===== src/rtl/axi_lite_master_port_if.sv =====
// Request/response side and AXI4 master-side channels of axi_lite_master_port.
// The "master" modport is the view of the port block, "slave" is the view of
// the requester plus the interconnect.
interface axi_lite_master_port_if #(
   parameter int ID_W   = 4,
   parameter int ADDR_W = 32,
   parameter int DATA_W = 32
);
   logic                  req_valid;
   logic                  req_ready;
   logic                  req_write;
   logic [ADDR_W-1:0]     req_addr;
   logic [3:0]            req_len;
   logic [DATA_W-1:0]     req_wdata;
   logic [DATA_W/8-1:0]   req_wstrb;
   logic                  rsp_valid;
   logic                  rsp_ready;
   logic [DATA_W-1:0]     rsp_rdata;
   logic [1:0]            rsp_resp;
   logic                  rsp_last;
   logic                  proto_err;

   logic [ID_W-1:0]       arid;
   logic [ADDR_W-1:0]     araddr;
   logic [3:0]            arlen;
   logic [2:0]            arsize;
   logic [1:0]            arburst;
   logic                  arvalid;
   logic                  arready;
   logic [ID_W-1:0]       rid;
   logic [DATA_W-1:0]     rdata;
   logic [1:0]            rresp;
   logic                  rlast;
   logic                  rvalid;
   logic                  rready;
   logic [ID_W-1:0]       awid;
   logic [ADDR_W-1:0]     awaddr;
   logic [3:0]            awlen;
   logic [2:0]            awsize;
   logic [1:0]            awburst;
   logic                  awvalid;
   logic                  awready;
   logic [DATA_W-1:0]     wdata;
   logic [DATA_W/8-1:0]   wstrb;
   logic                  wlast;
   logic                  wvalid;
   logic                  wready;
   logic [ID_W-1:0]       bid;
   logic [1:0]            bresp;
   logic                  bvalid;
   logic                  bready;

   modport master (
      input  req_valid, req_write, req_addr, req_len, req_wdata, req_wstrb, rsp_ready,
      output req_ready, rsp_valid, rsp_rdata, rsp_resp, rsp_last, proto_err,
      output arid, araddr, arlen, arsize, arburst, arvalid,
      input  arready,
      input  rid, rdata, rresp, rlast, rvalid,
      output rready,
      output awid, awaddr, awlen, awsize, awburst, awvalid,
      input  awready,
      output wdata, wstrb, wlast, wvalid,
      input  wready,
      input  bid, bresp, bvalid,
      output bready
   );

   modport slave (
      output req_valid, req_write, req_addr, req_len, req_wdata, req_wstrb, rsp_ready,
      input  req_ready, rsp_valid, rsp_rdata, rsp_resp, rsp_last, proto_err,
      input  arid, araddr, arlen, arsize, arburst, arvalid,
      output arready,
      output rid, rdata, rresp, rlast, rvalid,
      input  rready,
      input  awid, awaddr, awlen, awsize, awburst, awvalid,
      output awready,
      input  wdata, wstrb, wlast, wvalid,
      output wready,
      output bid, bresp, bvalid,
      input  bready
   );
endinterface


===== src/rtl/axi_lite_master_port.sv =====
// AXI4 initiator port: one outstanding transaction, reads of 1..16 beats,
// single-beat writes. Request fields are captured on acceptance and channel
// payloads are driven from those registers, so they stay stable while stalled.
//
// state | meaning
// IDLE  | ready for a new request, no AXI channel active
// AR    | read address presented, waiting for ARREADY
// R     | read beats forwarded to the response side
// AW    | write address presented, waiting for AWREADY
// W     | single write beat presented, waiting for WREADY
// B     | write response forwarded to the response side
module axi_lite_master_port #(
   parameter int ID_W   = 4,
   parameter int MST_ID = 0,
   parameter int ADDR_W = 32,
   parameter int DATA_W = 32
) (
   input  logic                  clk,
   input  logic                  rst,
   axi_lite_master_port_if.master bus
);

   typedef enum logic [2:0] {S_IDLE, S_AR, S_R, S_AW, S_W, S_B} state_t;

   state_t                state_q, state_d;
   logic [ADDR_W-1:0]     addr_q;
   logic [3:0]            len_q;
   logic [DATA_W-1:0]     wdata_q;
   logic [DATA_W/8-1:0]   wstrb_q;
   logic [3:0]            beat_q;
   logic                  proto_err_q;

   logic                  accept;
   logic                  ar_hs;
   logic                  r_hs;
   logic                  unused_id;

   assign accept = (state_q == S_IDLE) && !rst && bus.req_valid;
   assign ar_hs  = (state_q == S_AR) && bus.arready;
   assign r_hs   = (state_q == S_R) && bus.rvalid && bus.rsp_ready;

   // Response IDs are not checked with a single outstanding transaction.
   assign unused_id = ^{bus.rid, bus.bid};

   assign bus.proto_err = proto_err_q;

   // State register.
   always_ff @(posedge clk) begin
      if (rst) state_q <= S_IDLE;
      else     state_q <= state_d;
   end

   // Request capture, read beat counter and RLAST check pulse.
   always_ff @(posedge clk) begin
      if (rst) begin
         addr_q      <= '0;
         len_q       <= '0;
         wdata_q     <= '0;
         wstrb_q     <= '0;
         beat_q      <= '0;
         proto_err_q <= 1'b0;
      end else begin
         proto_err_q <= r_hs && (bus.rlast != (beat_q == len_q));
         if (accept) begin
            addr_q  <= bus.req_addr;
            len_q   <= bus.req_len;
            wdata_q <= bus.req_wdata;
            wstrb_q <= bus.req_wstrb;
         end
         if (ar_hs)     beat_q <= '0;
         else if (r_hs) beat_q <= beat_q + 4'd1;
      end
   end

   // Next state and all channel/response outputs; payloads are zero outside their state.
   always_comb begin
      state_d       = state_q;
      bus.req_ready = 1'b0;
      bus.rsp_valid = 1'b0;
      bus.rsp_rdata = '0;
      bus.rsp_resp  = 2'b00;
      bus.rsp_last  = 1'b0;
      bus.arid      = '0;
      bus.araddr    = '0;
      bus.arlen     = 4'd0;
      bus.arsize    = 3'b000;
      bus.arburst   = 2'b00;
      bus.arvalid   = 1'b0;
      bus.rready    = 1'b0;
      bus.awid      = '0;
      bus.awaddr    = '0;
      bus.awlen     = 4'd0;
      bus.awsize    = 3'b000;
      bus.awburst   = 2'b00;
      bus.awvalid   = 1'b0;
      bus.wdata     = '0;
      bus.wstrb     = '0;
      bus.wlast     = 1'b0;
      bus.wvalid    = 1'b0;
      bus.bready    = 1'b0;
      case (state_q)
         S_IDLE: begin
            bus.req_ready = !rst;
            if (accept) state_d = bus.req_write ? S_AW : S_AR;
         end
         S_AR: begin
            bus.arvalid = 1'b1;
            bus.arid    = ID_W'(MST_ID);
            bus.araddr  = addr_q;
            bus.arlen   = len_q;
            bus.arsize  = 3'b010;
            bus.arburst = 2'b01;
            if (bus.arready) state_d = S_R;
         end
         S_R: begin
            bus.rready    = bus.rsp_ready;
            bus.rsp_valid = bus.rvalid;
            bus.rsp_rdata = bus.rdata;
            bus.rsp_resp  = bus.rresp;
            bus.rsp_last  = bus.rlast;
            if (r_hs && bus.rlast) state_d = S_IDLE;
         end
         S_AW: begin
            bus.awvalid = 1'b1;
            bus.awid    = ID_W'(MST_ID);
            bus.awaddr  = addr_q;
            bus.awsize  = 3'b010;
            bus.awburst = 2'b01;
            if (bus.awready) state_d = S_W;
         end
         S_W: begin
            bus.wvalid = 1'b1;
            bus.wdata  = wdata_q;
            bus.wstrb  = wstrb_q;
            bus.wlast  = 1'b1;
            if (bus.wready) state_d = S_B;
         end
         S_B: begin
            bus.bready    = bus.rsp_ready;
            bus.rsp_valid = bus.bvalid;
            bus.rsp_resp  = bus.bresp;
            bus.rsp_last  = 1'b1;
            if (bus.bvalid && bus.rsp_ready) state_d = S_IDLE;
         end
         default: state_d = S_IDLE;
      endcase
   end

endmodule


===== src/flat_wrapper.sv =====
// flat-port wrapper written by rule: the top's interface ports become plain ports
module axi_lite_master_port_flat 
#(
   parameter int ID_W   = 4,
   parameter int MST_ID = 0,
   parameter int ADDR_W = 32,
   parameter int DATA_W = 32
)
  (clk, rst, bus_req_valid, bus_req_write, bus_req_addr, bus_req_len, bus_req_wdata, bus_req_wstrb, bus_rsp_ready, bus_req_ready, bus_rsp_valid, bus_rsp_rdata, bus_rsp_resp, bus_rsp_last, bus_proto_err, bus_arid, bus_araddr, bus_arlen, bus_arsize, bus_arburst, bus_arvalid, bus_arready, bus_rid, bus_rdata, bus_rresp, bus_rlast, bus_rvalid, bus_rready, bus_awid, bus_awaddr, bus_awlen, bus_awsize, bus_awburst, bus_awvalid, bus_awready, bus_wdata, bus_wstrb, bus_wlast, bus_wvalid, bus_wready, bus_bid, bus_bresp, bus_bvalid, bus_bready);
  axi_lite_master_port_if #(.ID_W(ID_W), .ADDR_W(ADDR_W), .DATA_W(DATA_W)) bus_i ();
  input  logic clk;
  input  logic rst;
  input wire logic [$bits(bus_i.req_valid)-1:0] bus_req_valid;
  input wire logic [$bits(bus_i.req_write)-1:0] bus_req_write;
  input wire logic [$bits(bus_i.req_addr)-1:0] bus_req_addr;
  input wire logic [$bits(bus_i.req_len)-1:0] bus_req_len;
  input wire logic [$bits(bus_i.req_wdata)-1:0] bus_req_wdata;
  input wire logic [$bits(bus_i.req_wstrb)-1:0] bus_req_wstrb;
  input wire logic [$bits(bus_i.rsp_ready)-1:0] bus_rsp_ready;
  output wire logic [$bits(bus_i.req_ready)-1:0] bus_req_ready;
  output wire logic [$bits(bus_i.rsp_valid)-1:0] bus_rsp_valid;
  output wire logic [$bits(bus_i.rsp_rdata)-1:0] bus_rsp_rdata;
  output wire logic [$bits(bus_i.rsp_resp)-1:0] bus_rsp_resp;
  output wire logic [$bits(bus_i.rsp_last)-1:0] bus_rsp_last;
  output wire logic [$bits(bus_i.proto_err)-1:0] bus_proto_err;
  output wire logic [$bits(bus_i.arid)-1:0] bus_arid;
  output wire logic [$bits(bus_i.araddr)-1:0] bus_araddr;
  output wire logic [$bits(bus_i.arlen)-1:0] bus_arlen;
  output wire logic [$bits(bus_i.arsize)-1:0] bus_arsize;
  output wire logic [$bits(bus_i.arburst)-1:0] bus_arburst;
  output wire logic [$bits(bus_i.arvalid)-1:0] bus_arvalid;
  input wire logic [$bits(bus_i.arready)-1:0] bus_arready;
  input wire logic [$bits(bus_i.rid)-1:0] bus_rid;
  input wire logic [$bits(bus_i.rdata)-1:0] bus_rdata;
  input wire logic [$bits(bus_i.rresp)-1:0] bus_rresp;
  input wire logic [$bits(bus_i.rlast)-1:0] bus_rlast;
  input wire logic [$bits(bus_i.rvalid)-1:0] bus_rvalid;
  output wire logic [$bits(bus_i.rready)-1:0] bus_rready;
  output wire logic [$bits(bus_i.awid)-1:0] bus_awid;
  output wire logic [$bits(bus_i.awaddr)-1:0] bus_awaddr;
  output wire logic [$bits(bus_i.awlen)-1:0] bus_awlen;
  output wire logic [$bits(bus_i.awsize)-1:0] bus_awsize;
  output wire logic [$bits(bus_i.awburst)-1:0] bus_awburst;
  output wire logic [$bits(bus_i.awvalid)-1:0] bus_awvalid;
  input wire logic [$bits(bus_i.awready)-1:0] bus_awready;
  output wire logic [$bits(bus_i.wdata)-1:0] bus_wdata;
  output wire logic [$bits(bus_i.wstrb)-1:0] bus_wstrb;
  output wire logic [$bits(bus_i.wlast)-1:0] bus_wlast;
  output wire logic [$bits(bus_i.wvalid)-1:0] bus_wvalid;
  input wire logic [$bits(bus_i.wready)-1:0] bus_wready;
  input wire logic [$bits(bus_i.bid)-1:0] bus_bid;
  input wire logic [$bits(bus_i.bresp)-1:0] bus_bresp;
  input wire logic [$bits(bus_i.bvalid)-1:0] bus_bvalid;
  output wire logic [$bits(bus_i.bready)-1:0] bus_bready;
  assign bus_i.req_valid = bus_req_valid;
  assign bus_i.req_write = bus_req_write;
  assign bus_i.req_addr = bus_req_addr;
  assign bus_i.req_len = bus_req_len;
  assign bus_i.req_wdata = bus_req_wdata;
  assign bus_i.req_wstrb = bus_req_wstrb;
  assign bus_i.rsp_ready = bus_rsp_ready;
  assign bus_req_ready = bus_i.req_ready;
  assign bus_rsp_valid = bus_i.rsp_valid;
  assign bus_rsp_rdata = bus_i.rsp_rdata;
  assign bus_rsp_resp = bus_i.rsp_resp;
  assign bus_rsp_last = bus_i.rsp_last;
  assign bus_proto_err = bus_i.proto_err;
  assign bus_arid = bus_i.arid;
  assign bus_araddr = bus_i.araddr;
  assign bus_arlen = bus_i.arlen;
  assign bus_arsize = bus_i.arsize;
  assign bus_arburst = bus_i.arburst;
  assign bus_arvalid = bus_i.arvalid;
  assign bus_i.arready = bus_arready;
  assign bus_i.rid = bus_rid;
  assign bus_i.rdata = bus_rdata;
  assign bus_i.rresp = bus_rresp;
  assign bus_i.rlast = bus_rlast;
  assign bus_i.rvalid = bus_rvalid;
  assign bus_rready = bus_i.rready;
  assign bus_awid = bus_i.awid;
  assign bus_awaddr = bus_i.awaddr;
  assign bus_awlen = bus_i.awlen;
  assign bus_awsize = bus_i.awsize;
  assign bus_awburst = bus_i.awburst;
  assign bus_awvalid = bus_i.awvalid;
  assign bus_i.awready = bus_awready;
  assign bus_wdata = bus_i.wdata;
  assign bus_wstrb = bus_i.wstrb;
  assign bus_wlast = bus_i.wlast;
  assign bus_wvalid = bus_i.wvalid;
  assign bus_i.wready = bus_wready;
  assign bus_i.bid = bus_bid;
  assign bus_i.bresp = bus_bresp;
  assign bus_i.bvalid = bus_bvalid;
  assign bus_bready = bus_i.bready;
  axi_lite_master_port #(.ID_W(ID_W), .MST_ID(MST_ID), .ADDR_W(ADDR_W), .DATA_W(DATA_W)) u_core (.clk(clk), .rst(rst), .bus(bus_i));
endmodule

===== config.mk =====
export PLATFORM = sky130hd
export DESIGN_NAME = axi_lite_master_port_flat
export DESIGN_NICKNAME = d
export VERILOG_FILES = /design/src/rtl/axi_lite_master_port_if.sv /design/src/rtl/axi_lite_master_port.sv /design/src/flat_wrapper.sv
export SDC_FILE = /design/constraint.sdc
export NUM_CORES = 1
export LEC_CHECK = 0
export BUFFER_PORTS_ARGS = -buffer_cell sky130_fd_sc_hd__buf_2
export CORE_ASPECT_RATIO = 1.75
export CORE_MARGIN = 10
export CORE_UTILIZATION = 43
export CTS_BUF_LIST = sky130_fd_sc_hd__clkbuf_4 sky130_fd_sc_hd__clkbuf_8
export CTS_CLUSTER_DIAMETER = 80
export DETAILED_ROUTE_END_ITERATION = 8
export HOLD_SLACK_MARGIN = 0.05
export PLACE_DENSITY = 0.83
export SLEW_MARGIN = 15
export SYNTH_ARGS = -nofsm -noshare
export SYNTH_HDL_FRONTEND = slang
export SYNTH_SLANG_ARGS = --single-unit
export TNS_END_PERCENT = 10

===== constraint.sdc =====
create_clock -name clk -period 1.86 [get_ports clk]
set_clock_uncertainty 0.2 [all_clocks]
set_input_delay 0.372 -clock clk [delete_from_list [all_inputs] [get_ports clk]]
set_output_delay 0.372 -clock clk [all_outputs]
set_load 0.005 [all_outputs]

==> run_results.csv <==
group,metric,value,unit
status,outcome,"finished, violations left",
status,violations,"setup timing",
clock_tree,cts-root-buf,"clkbuf_8",
critical_path,required,1290,ps
synthesis,synth_common_cells,"146 x nand2_1, 139 x and2_1, 80 x dfxtp_1",
die,fp-row-count,48,
clock_tree,cts_made_buffers,9,
global_route,antenna_found_initial,4,
critical_path,worstSetupStartpointType,"flip-flop",
power_and_ir_drop,p_per_area,649,nW/um^2
global_route,grt_start_max_net_pins,78,
clock_tree,cts_tree,"done",
synthesis,syn_inst,550,
power_and_ir_drop,power.leakage,3.82,nW
critical_path,cp_data_arrival_time,1570,ps
critical_path,slowest_stage,"dfxtp_2",
route,routed_wl,17900,microns
job,cap_violations,0,
critical_path,cp_cell_sequence,"inv_2 > nor3b_4 > buf_4 > clkbuf_16 > and2_1 > buf_2",
clock_tree,clock_tree.buffer_depth,2,
synthesis,yosys-top-cells-area,"dfxtp_1 37%, and2_1 20%, nand2_1 13%, nand3b_1 13%, buf_4 4.3%",
power_and_ir_drop,ir_worst_vdd,0.470,mV
final_layout,fin_area,6930,sq um
place,placed_cell_area,5750,sq um
synthesis,synth.distinct_cells,30,
critical_path,cp_num_buf_inv,4,
final_layout,synthToLayoutAreaGrowth,60.3,%
critical_path,crit_type,"reg -> out",
power_and_ir_drop,p_comb_share,23.6,%
timing,hold_violations,0,
synthesis,yosysTopAreaCellShare,37.0,%
worst_hold_path,hold_path_end,"u_core.state_q[2]",
global_route,gr-usage-met2,37.9,%
clock_tree,path_clk_slew,80,ps
synthesis,yosysMostFrequentCell,"nand2_1",
synthesis,synth-edff-count,0,
synthesis,async_flop_share,0,%
power_and_ir_drop,p_total,0.00450,W
synthesis,yosysWarningCount,0,
synthesis,ys_ff_latch,80,
route,drt_iter0_markers,266,
die,fp.dieH,153,microns
die,fp.dieArea,14600,sq um
global_route,grt_overflow,0,
timing,maxSlewViolCount,0,
global_route,grt_first_pass_wirelength,25900,microns
place,gp_congestion,0.805,
final_layout,layout.nets,1009,
die,start_util,43.9,%
route,via_per_inst,4.93,
global_route,busiest_layer,"met2",
worst_hold_path,whs_path_depth,3,
worst_hold_path,hp-start,"bus_awready",
die,pin_count,297,
route,wl_per_cell,17.6,microns
critical_path,critPathMaxStageDelay,360,ps
global_route,use_met3,7.20,%
die,die_w,95.8,microns
critical_path,path_max_fanout,17,
clock_tree,cts_max_level,3,
synthesis,syn-cell-area,4320,sq um
timing,setup_violations,151,
final_layout,fin_util,70.4,%
timing,fmax,467,MHz
power_and_ir_drop,p_sw_share,28.1,%
critical_path,r2r_setup_slack,20,ps
route,vias,5007,
clock_tree,insertion_delay,350,ps
route,drc,0,
final_layout,nFillCells,709,
place,dp.cells,914,
clock_tree,cts.sinks,80,
timing,fin_crit,2140,ps
power_and_ir_drop,share_seq_of_total_power,43.8,%
synthesis,yosys.area.top_type,"dfxtp_1",
power_and_ir_drop,p_int,0.00324,W
power_and_ir_drop,power.switching,0.00126,W
synthesis,ys_seq_area_share,37.0,%
timing,timing.final.crit_share,115,%
critical_path,r2r-start,"u_core.state_q[2]",
global_route,grt.total_usage,22.1,%
timing,timing.hold.ws,92.7,ps
final_layout,finalNonFillerCells,1016,
critical_path,critPathTopFamily,"buffers and inverters",
power_and_ir_drop,p_clk_share,32.5,%
synthesis,synth_ff_type,"dfxtp_1",
worst_hold_path,min_path_type,"in -> reg",
die,core,9850,sq um
critical_path,worst_setup_path_end_kind,"output pin",
global_route,met1_usage,22.3,%
critical_path,r2r_end,"u_core.wdata_q[8]",
final_layout,drive_gt1_share,37.0,%
timing,rsz0062_at_grt,"yes",
route,dr.pass1.iters,6,
timing,fin_ws,-282,ps
place,io_buffers,270,
global_route,grt_pass1_vias,5127,
place,dp_hpwl,11400,microns
route,postRouteAntennaNets,0,
critical_path,reg2regPathDepth,7,
synthesis,avgSynthCellArea,7.86,sq um
[worst max path at each step]
stage                            from                 to  cells after the start
CTS                 u_core.state_q[0]      bus_rsp_valid                      5
detailed placement  u_core.state_q[2]      bus_wdata[30]                      5
floorplan           u_core.state_q[0]  bus_rsp_rdata[21]                      5
global route        u_core.state_q[2]     bus_araddr[15]                      5
global placement    u_core.state_q[2]      bus_wdata[24]                      5
finish              u_core.state_q[0]     bus_awaddr[20]                      6
[cell families (layout without fill, tap and decap cells)]
family,count (synthesis),after routing,synth area share (%)
fa+ha+maj,1,1,0.289
compound gates,16,16,2.55
simple gates,379,379,48.8
other cells,1,23,0.0867
xor+xnor,8,8,1.62
buf+inv,64,383,9.43
mux,1,1,0.231
flops,80,80,37.0
[layout make-up]
class	instances	area (sq um)	area share, %
clock buffers	10	138	1.99
diodes	5	12.5	0.181
repair buffers	366	2490	36.0
clock inverters	6	92.6	1.34
multi-input cells	423	2420	35.0
well taps	125	156	2.26
flip-flops and latches	80	1610	23.2
inverters	1	3.75	0.0542
[per-layer routing]
layer  vias to the layer above  routed length (microns)
met4                         0                      754
met2                       267                     9600
li1                       2371                        -
met3                        57                     1580
met5                         -                        0
met1                      2312                     5940
[cells in the final DEF (no fill, tap or decap), drive strengths merged, types with 2 or more instances in the layout]
cell type    count
bufinv           2
xnor2            2
a21o             3
dlygate4sd3     72
clkinvlp         2
clkinv           2
a21oi            3
clkbuf          13
nor3b            4
diode            5
o21ai            2
a31oi            3
a2111oi          2
buf            291
nand4            2
nand3b          72
conb            18
xor2             6
dfxtp           80
a22o             3
nor4             2
nand2          146
nor2             9
and2           139
and3             2
[power by group through the flow]
stage	clock network (W)	logic (W)	registers, W
finish	0.00146	0.00106	0.00197
detailed placement	0	0.000820	0.00200
floorplan	0	0.000501	0.00196
global route	0.00156	0.00116	0.00199
CTS	0.00151	0.000990	0.00196
global placement	0	0.000804	0.00199
[timing repair]
item / 4_1_cts / 5_1_grt
endpoints found under the setup margin: 151 / 216
setup buffers: 3 / 2
gates cloned: 1 / 3
hold endpoints to repair: 72 / 0
hold buffers: 72 / 0
pin swaps: 9 / 6
gates resized for setup: 11 / 12
[metrics by stage]
stage	setup TNS, ps	setup slack, ps
2_1_floorplan	0	43.7
3_3_place_gp	0	44.1
3_5_place_dp	0	18.0
4_1_cts	-32620	-278
5_1_grt	-45890	-349
6_report	-32580	-282
[sequential cells by signal, indices dropped and copies added (netlist names)]
| name | flops |
|---|---|
| u_core.len_q | 4 |
| u_core.wdata_q | 32 |
| u_core.beat_q | 4 |
| u_core.bus.proto_err | 1 |
| u_core.wstrb_q | 4 |
| u_core.addr_q | 32 |
| u_core.state_q | 3 |
[tightest hold or removal path, cell delays in order]
cell     delay [ps]
buf_2           100
a21oi_1          60
nor2_1           70
Note: power is estimated with default switching activity, not from simulation.
